`src/rtl/conf_int_mac_dot_seq_if.sv`:
```
`default_nettype none
// ============================================================================
//  Module   : conf_int_mac_dot_seq_if
//  Brief    : Operand-in / result-out valid-ready bundle for the dot-product
//             sequencer. The slave modport is the sequencer side; the master
//             modport is the producer/consumer side.
//  Revision : 1.0  initial release
// ============================================================================
interface conf_int_mac_dot_seq_if #(
  parameter int DATA_PATH_BITWIDTH = 16
);
  logic                          in_valid;
  logic                          in_ready;
  logic [DATA_PATH_BITWIDTH-1:0] a_in;
  logic [DATA_PATH_BITWIDTH-1:0] b_in;
  logic                          out_valid;
  logic                          out_ready;
  logic [DATA_PATH_BITWIDTH-1:0] result;

  modport slave (
    input  in_valid,
    input  a_in,
    input  b_in,
    input  out_ready,
    output in_ready,
    output out_valid,
    output result
  );

  modport master (
    output in_valid,
    output a_in,
    output b_in,
    output out_ready,
    input  in_ready,
    input  out_valid,
    input  result
  );
endinterface
`default_nettype wire

```
`src/rtl/conf_int_mac_dot_seq.sv`:
```
`default_nettype none
// ============================================================================
//  Module   : conf_int_mac_dot_seq
//  Brief    : Sequences an external combinational MAC (d = a*b + c) through an
//             N-term dot product. Operands stream in over valid/ready, the
//             accumulator is fed back into the MAC's c input, and the
//             truncated sum leaves over a valid/ready result port.
//  Options  : CONF_INT_MAC_DOT_SEQ_BIAS_EN adds a 'bias' input that seeds the
//             accumulator when a start is accepted.
//  Revision : 1.0  initial release
// ============================================================================
module conf_int_mac_dot_seq #(
  parameter int DATA_PATH_BITWIDTH = 16,
  parameter int OP_BITWIDTH        = 16,
  parameter int LEN_BITWIDTH       = 8
) (
  input  logic                          clk,
  input  logic                          rst,      // asynchronous, active low
  input  logic                          start,
  input  logic [LEN_BITWIDTH-1:0]       len,
`ifdef CONF_INT_MAC_DOT_SEQ_BIAS_EN
  input  logic [DATA_PATH_BITWIDTH-1:0] bias,
`endif
  input  logic                          abort,
  conf_int_mac_dot_seq_if.slave         bus,
  output logic [DATA_PATH_BITWIDTH-1:0] mac_a,
  output logic [DATA_PATH_BITWIDTH-1:0] mac_b,
  output logic [DATA_PATH_BITWIDTH-1:0] mac_c,
  input  logic [DATA_PATH_BITWIDTH-1:0] mac_d,
  output logic                          busy
);

  typedef enum logic [1:0] {
    ST_IDLE = 2'd0,
    ST_ACC  = 2'd1,
    ST_OUT  = 2'd2
  } state_t;

  state_t                          state_q, state_d;
  logic [DATA_PATH_BITWIDTH-1:0]   acc_q,   acc_d;
  logic [LEN_BITWIDTH-1:0]         cnt_q,   cnt_d;
  logic [DATA_PATH_BITWIDTH-1:0]   acc_init;

  // OP_BITWIDTH belongs to the MAC; the operand ports here must be wide
  // enough to carry it. This block only exists in an invalid configuration.
  if (OP_BITWIDTH > DATA_PATH_BITWIDTH) begin : g_op_width_exceeds_path
  end

  // Seed value loaded into the accumulator when a start is accepted.
`ifdef CONF_INT_MAC_DOT_SEQ_BIAS_EN
  assign acc_init = bias;
`else
  assign acc_init = '0;
`endif

  // State, accumulator and term counter registers.
  always_ff @(posedge clk or negedge rst) begin
    if (!rst) begin
      state_q <= ST_IDLE;
      acc_q   <= '0;
      cnt_q   <= '0;
    end else begin
      state_q <= state_d;
      acc_q   <= acc_d;
      cnt_q   <= cnt_d;
    end
  end

  // Next-state, datapath update and all outputs; abort overrides everything.
  always_comb begin
    state_d       = state_q;
    acc_d         = acc_q;
    cnt_d         = cnt_q;
    bus.in_ready  = 1'b0;
    bus.out_valid = 1'b0;
    bus.result    = '0;
    mac_a         = '0;
    mac_b         = '0;
    mac_c         = '0;
    busy          = (state_q != ST_IDLE);

    case (state_q)
      ST_IDLE: begin
        if (start) begin
          acc_d = acc_init;
          if (len != '0) begin
            cnt_d   = len;
            state_d = ST_ACC;
          end else begin
            state_d = ST_OUT;
          end
        end
      end

      ST_ACC: begin
        bus.in_ready = 1'b1;
        mac_a        = bus.a_in;
        mac_b        = bus.b_in;
        mac_c        = acc_q;
        if (bus.in_valid) begin
          acc_d = mac_d;
          cnt_d = cnt_q - LEN_BITWIDTH'(1);
          if (cnt_q == LEN_BITWIDTH'(1)) begin
            state_d = ST_OUT;
          end
        end
      end

      ST_OUT: begin
        bus.out_valid = 1'b1;
        bus.result    = acc_q;
        if (bus.out_ready) begin
          state_d = ST_IDLE;
        end
      end

      default: begin
        state_d = ST_IDLE;
      end
    endcase

    // Cancel wins over start and over either handshake in the same cycle.
    if (abort) begin
      state_d = ST_IDLE;
      acc_d   = '0;
      cnt_d   = '0;
    end
  end

endmodule
`default_nettype wire

```
`src/flat_wrapper.sv`:
```
// flat-port wrapper written by rule: the top's interface ports become plain ports
module conf_int_mac_dot_seq_flat 
#(
  parameter int DATA_PATH_BITWIDTH = 16,
  parameter int OP_BITWIDTH        = 16,
  parameter int LEN_BITWIDTH       = 8
)
  (clk, rst, start, len, abort, mac_a, mac_b, mac_c, mac_d, busy, bus_in_valid, bus_a_in, bus_b_in, bus_out_ready, bus_in_ready, bus_out_valid, bus_result);
  conf_int_mac_dot_seq_if #(.DATA_PATH_BITWIDTH(DATA_PATH_BITWIDTH)) bus_i ();
  input  logic clk;
  input  logic rst;
  input  logic start;
  input  logic [LEN_BITWIDTH-1:0] len;
  input  logic abort;
  output logic [DATA_PATH_BITWIDTH-1:0] mac_a;
  output logic [DATA_PATH_BITWIDTH-1:0] mac_b;
  output logic [DATA_PATH_BITWIDTH-1:0] mac_c;
  input  logic [DATA_PATH_BITWIDTH-1:0] mac_d;
  output logic busy;
  input wire logic [$bits(bus_i.in_valid)-1:0] bus_in_valid;
  input wire logic [$bits(bus_i.a_in)-1:0] bus_a_in;
  input wire logic [$bits(bus_i.b_in)-1:0] bus_b_in;
  input wire logic [$bits(bus_i.out_ready)-1:0] bus_out_ready;
  output wire logic [$bits(bus_i.in_ready)-1:0] bus_in_ready;
  output wire logic [$bits(bus_i.out_valid)-1:0] bus_out_valid;
  output wire logic [$bits(bus_i.result)-1:0] bus_result;
  assign bus_i.in_valid = bus_in_valid;
  assign bus_i.a_in = bus_a_in;
  assign bus_i.b_in = bus_b_in;
  assign bus_i.out_ready = bus_out_ready;
  assign bus_in_ready = bus_i.in_ready;
  assign bus_out_valid = bus_i.out_valid;
  assign bus_result = bus_i.result;
  conf_int_mac_dot_seq #(.DATA_PATH_BITWIDTH(DATA_PATH_BITWIDTH), .OP_BITWIDTH(OP_BITWIDTH), .LEN_BITWIDTH(LEN_BITWIDTH)) u_core (.clk(clk), .rst(rst), .start(start), .len(len), .abort(abort), .bus(bus_i), .mac_a(mac_a), .mac_b(mac_b), .mac_c(mac_c), .mac_d(mac_d), .busy(busy));
endmodule
```
`config.mk`:
```
export PLATFORM = sky130hd
export DESIGN_NAME = conf_int_mac_dot_seq_flat
export DESIGN_NICKNAME = d
export VERILOG_FILES = /design/src/rtl/conf_int_mac_dot_seq_if.sv /design/src/rtl/conf_int_mac_dot_seq.sv /design/src/flat_wrapper.sv
export SDC_FILE = /design/constraint.sdc
export NUM_CORES = 1
export LEC_CHECK = 0
export BUFFER_PORTS_ARGS = -buffer_cell sky130_fd_sc_hd__buf_2
export CAP_MARGIN = 30
export CORE_MARGIN = 2
export CORE_UTILIZATION = 44
export DETAILED_ROUTE_END_ITERATION = 16
export GPL_TIMING_DRIVEN = 0
export PLACE_DENSITY = 0.85
export SETUP_SLACK_MARGIN = 0.3
export SYNTH_ARGS = -nofsm -noshare
export SYNTH_HDL_FRONTEND = slang
export SYNTH_SLANG_ARGS = --single-unit
```
`constraint.sdc`:
```
create_clock -name clk -period 4.4 [get_ports clk]
set_input_delay 0.44 -clock clk [delete_from_list [all_inputs] [get_ports clk]]
set_output_delay 0.44 -clock clk [all_outputs]
set_load 0.03 [all_outputs]
```
==> metrics list <==
* Result of the run: finished, final reports clean
* Gate count of the mapped netlist: 236
* Sequential share of the synthesized area: 36.4%
- Cell type with the largest total area after synthesis: dfrtp_1
* Number of detailed-routing iterations run before antenna repair: 4
* Boundary pin count: 129
- GR Layer Usage met1: 24.9%
* Vias per Instance: 5.11
- The total count of hold-check failures in the final report is 0.
* Number of synthesized register bits: 26
- Gr busiest metal: met2
- During synthesis, Yosys emitted a total of 0 warnings.
- Leading post-synthesis cells by cell area: dfrtp_1 36%, and2_1 11%, o21ai_0 6.2%
- Ratio of total power to cell area: 566 mW/mm^2
- Global routing used 23.4% of the available tracks.
- Area added between synthesis and finish: 42.4%
- Counting flops with a built-in enable in the synthesized netlist gives 0.
- The worst register-to-register path begins at u_core.state_q[0].
* End of the worst register-to-register path: u_core.acc_q[4]
* Dominant synthesized flop cell: dfrtp_1
* Max-cap viol count: 0
* Hold WC Path Type: input port to asynchronous set/reset pin
- Port Buf Inserts: 128
- GP Congestion: 0.931
- The clock net in this run drives a total of 26 sinks.
- Detailed routing inserted a total of 2136 vias.
- Global-route wire length before repair: 8.02 mm
- Setup-failing EPs final: 0
* Starting density of the core: 45.4%
- Post-CTS Hold Buffers: 0
- Each instance of the synthesized netlist takes up on average 7.58 sq um.
* Routed len/inst: 12.9 um
- Hold slack final: 0.153 ns
- Leading post-synthesis cells by instance count: 32 x and2_1, 26 x dfrtp_1, 26 x nor2_1
- Most used standard cell by instance count after synthesis: and2_1
* Number of nets produced by synthesis: 300
- Number of rows created at floorplan: 23
- Share of the core filled with cells in the final layout: 64.6%
- Setup repair after global routing left no endpoint under its margin.
* Area of the die: 0.00459 sq mm
- The worst register-to-register path has a depth of 6.
- In the final timing run, aggregate negative setup slack is 0 ns.
- Post-synthesis instance area: 0.00179 sq mm
- Buffer levels on the longest clock path: 2
- STA puts the critical path data required time at 3.96 ns.
- Fraction of synthesis flops using an asynchronous set or reset pin: 100%
- Slack of the critical path: 1.57 ns
* GRT overflow: 0
* Share of post-route cells with drive strength above 1: 38.3%
- Worst vdd rail ir drop: 0.314 mV
* Number of nets in the layout: 433
- STA puts the critical path data arrival time at 2.39 ns.
- The via count of the first global-routing pass came to 1852.
- Share of the clock period used by the worst path: 64.3%
- Number of antenna violations at the first check in global routing: 0
- Synthesis instantiated 35 different standard cells from the library.
* Die Y: 67.7 um
- Number of nets still failing antenna checks after routing: 0
- Static Leak: 1.41 nW
- The repair_antennas step left the layout with diodes totalling 0.
- The critical path is of the flip-flop to output pin type.
- The root buffer cell chosen for the clock tree is clkbuf_8.
* Maximum number of pins on one net before global-route repair: 27
- The worst setup path is captured at an output pin.
- The clock reaches the later pin of the worst-skew pair after 0.27 ns.
* CP startpoint: u_core.state_q[0]
- Before CTS, the worst setup slack after placement is 1.89 ns.
* CTS buffer count: 3
- Top-area cell type share of the netlist area: 36.4%
* HPWL after detailed placement: 4.32 mm
- Crit Path Max Fanout: 10
- Final worst clock skew: 0.00210 ns
* Routed wire length: 5.38 mm
* Post-cts gate resize count: 0
- Actual transition at the worst max-transition pin: 0.691 ns
* Flop-to-flop setup slack: 2.31 ns
* Total count of max-transition violations in the final report: 0
* H-tree depth: 1
- Clock period minus final worst setup slack: 2.83 ns
* Remaining routing DRC violations: 0
- Timing would allow up to 0.353 GHz.
- DRT iter0 DRCs: 71
- TritonCTS built the clock tree.
- Critical Path Start Type: flip-flop
* Clock slew at the register clock pins of the worst setup and hold paths: 0.09 ns
- In the global route stage, met3 resource usage came out at 3.50%.
- GR Util met2: 45.3%
- The floorplan step defined a core boundary enclosing 0.00394 sq mm.
- Headroom to the max-slew limit came out at 53.6%.
- From left edge to right edge, the die measures 67.7 um.
* Design Power: 1.44 mW
* Buffers inserted by post-CTS timing repair: 0
## kinds of logic after synthesis
kind of cell | Yosys count | synth area share [%]
adder cells (fa/ha/maj) | 2 | 1.40
buffers and inverters | 41 | 8.68
flip-flops | 26 | 36.4
multiplexers | 3 | 2.10
AND/OR/NAND/NOR | 119 | 35.5
AO/OA/AOI/OAI | 45 | 16.0
## worst max-delay path by stage
stage	endpoint	slack (ns)	cells past startpoint
2_1_floorplan	mac_c[10]	2.34	6
3_3_place_gp	mac_c[8]	1.90	7
3_5_place_dp	mac_c[8]	1.89	7
4_1_cts	mac_c[8]	1.58	7
5_1_grt	mac_c[5]	1.39	7
6_report	mac_c[8]	1.57	7
## state kept, by name, summed over array words and instances (netlist names)
signal,cells
u_core.acc_q,16
u_core.cnt_q,8
u_core.state_q,2
## cell type report
type                       count  area (sq um)
clock buffer                   4          55.1
tap                           50          62.6
inverter                      23          86.3
multi-input combinational    169           982
fill                         344          1400
sequential                    26           651
timing repair buffer         128           641
buffer                        18          68.8
## power breakdown
group / switching, mW / internal (mW)
clock: 0.0771 / 0.0802
sequential: 0.0401 / 0.301
combinational: 0.649 / 0.294
total: 0.766 / 0.674
## layer usage
layer | up-vias | share of wire (%)
li1 | 1053 | -
met1 | 953 | 38
met2 | 119 | 51
met3 | 11 | 9.4
met4 | 0 | 1.9
met5 | - | 0
## layout by cell type, fill, tap and decap left out, types with 5 or more instances in the layout
master    Yosys  layout
nor3_1       19      19
clkbuf_1     14      14
o31ai_1       5       5
nand2_1      10      10
and2_1       32      32
nand3_1      20      20
nor2_1       26      26
inv_1        23      23
buf_2         1     129
o21ai_0      22      22
dfrtp_1      26      26
## stage by stage
step | instances | cell area [sq um]
3_3_place_gp | 414 | 2490
6_report | 418 | 2550
3_5_place_dp | 414 | 2490
4_1_cts | 418 | 2550
5_1_grt | 418 | 2550
2_1_floorplan | 236 | 1790
## critical path, cell delays in order, from the launching register on
cell	delay, ns
dfrtp_1	0.37
buf_2	0.17
nand2b_1	0.10
clkbuf_1	0.36
clkbuf_1	0.47
buf_1	0.37
nor2_1	0.10
buf_2	0.19
Note: power is estimated with default switching activity, not from simulation.
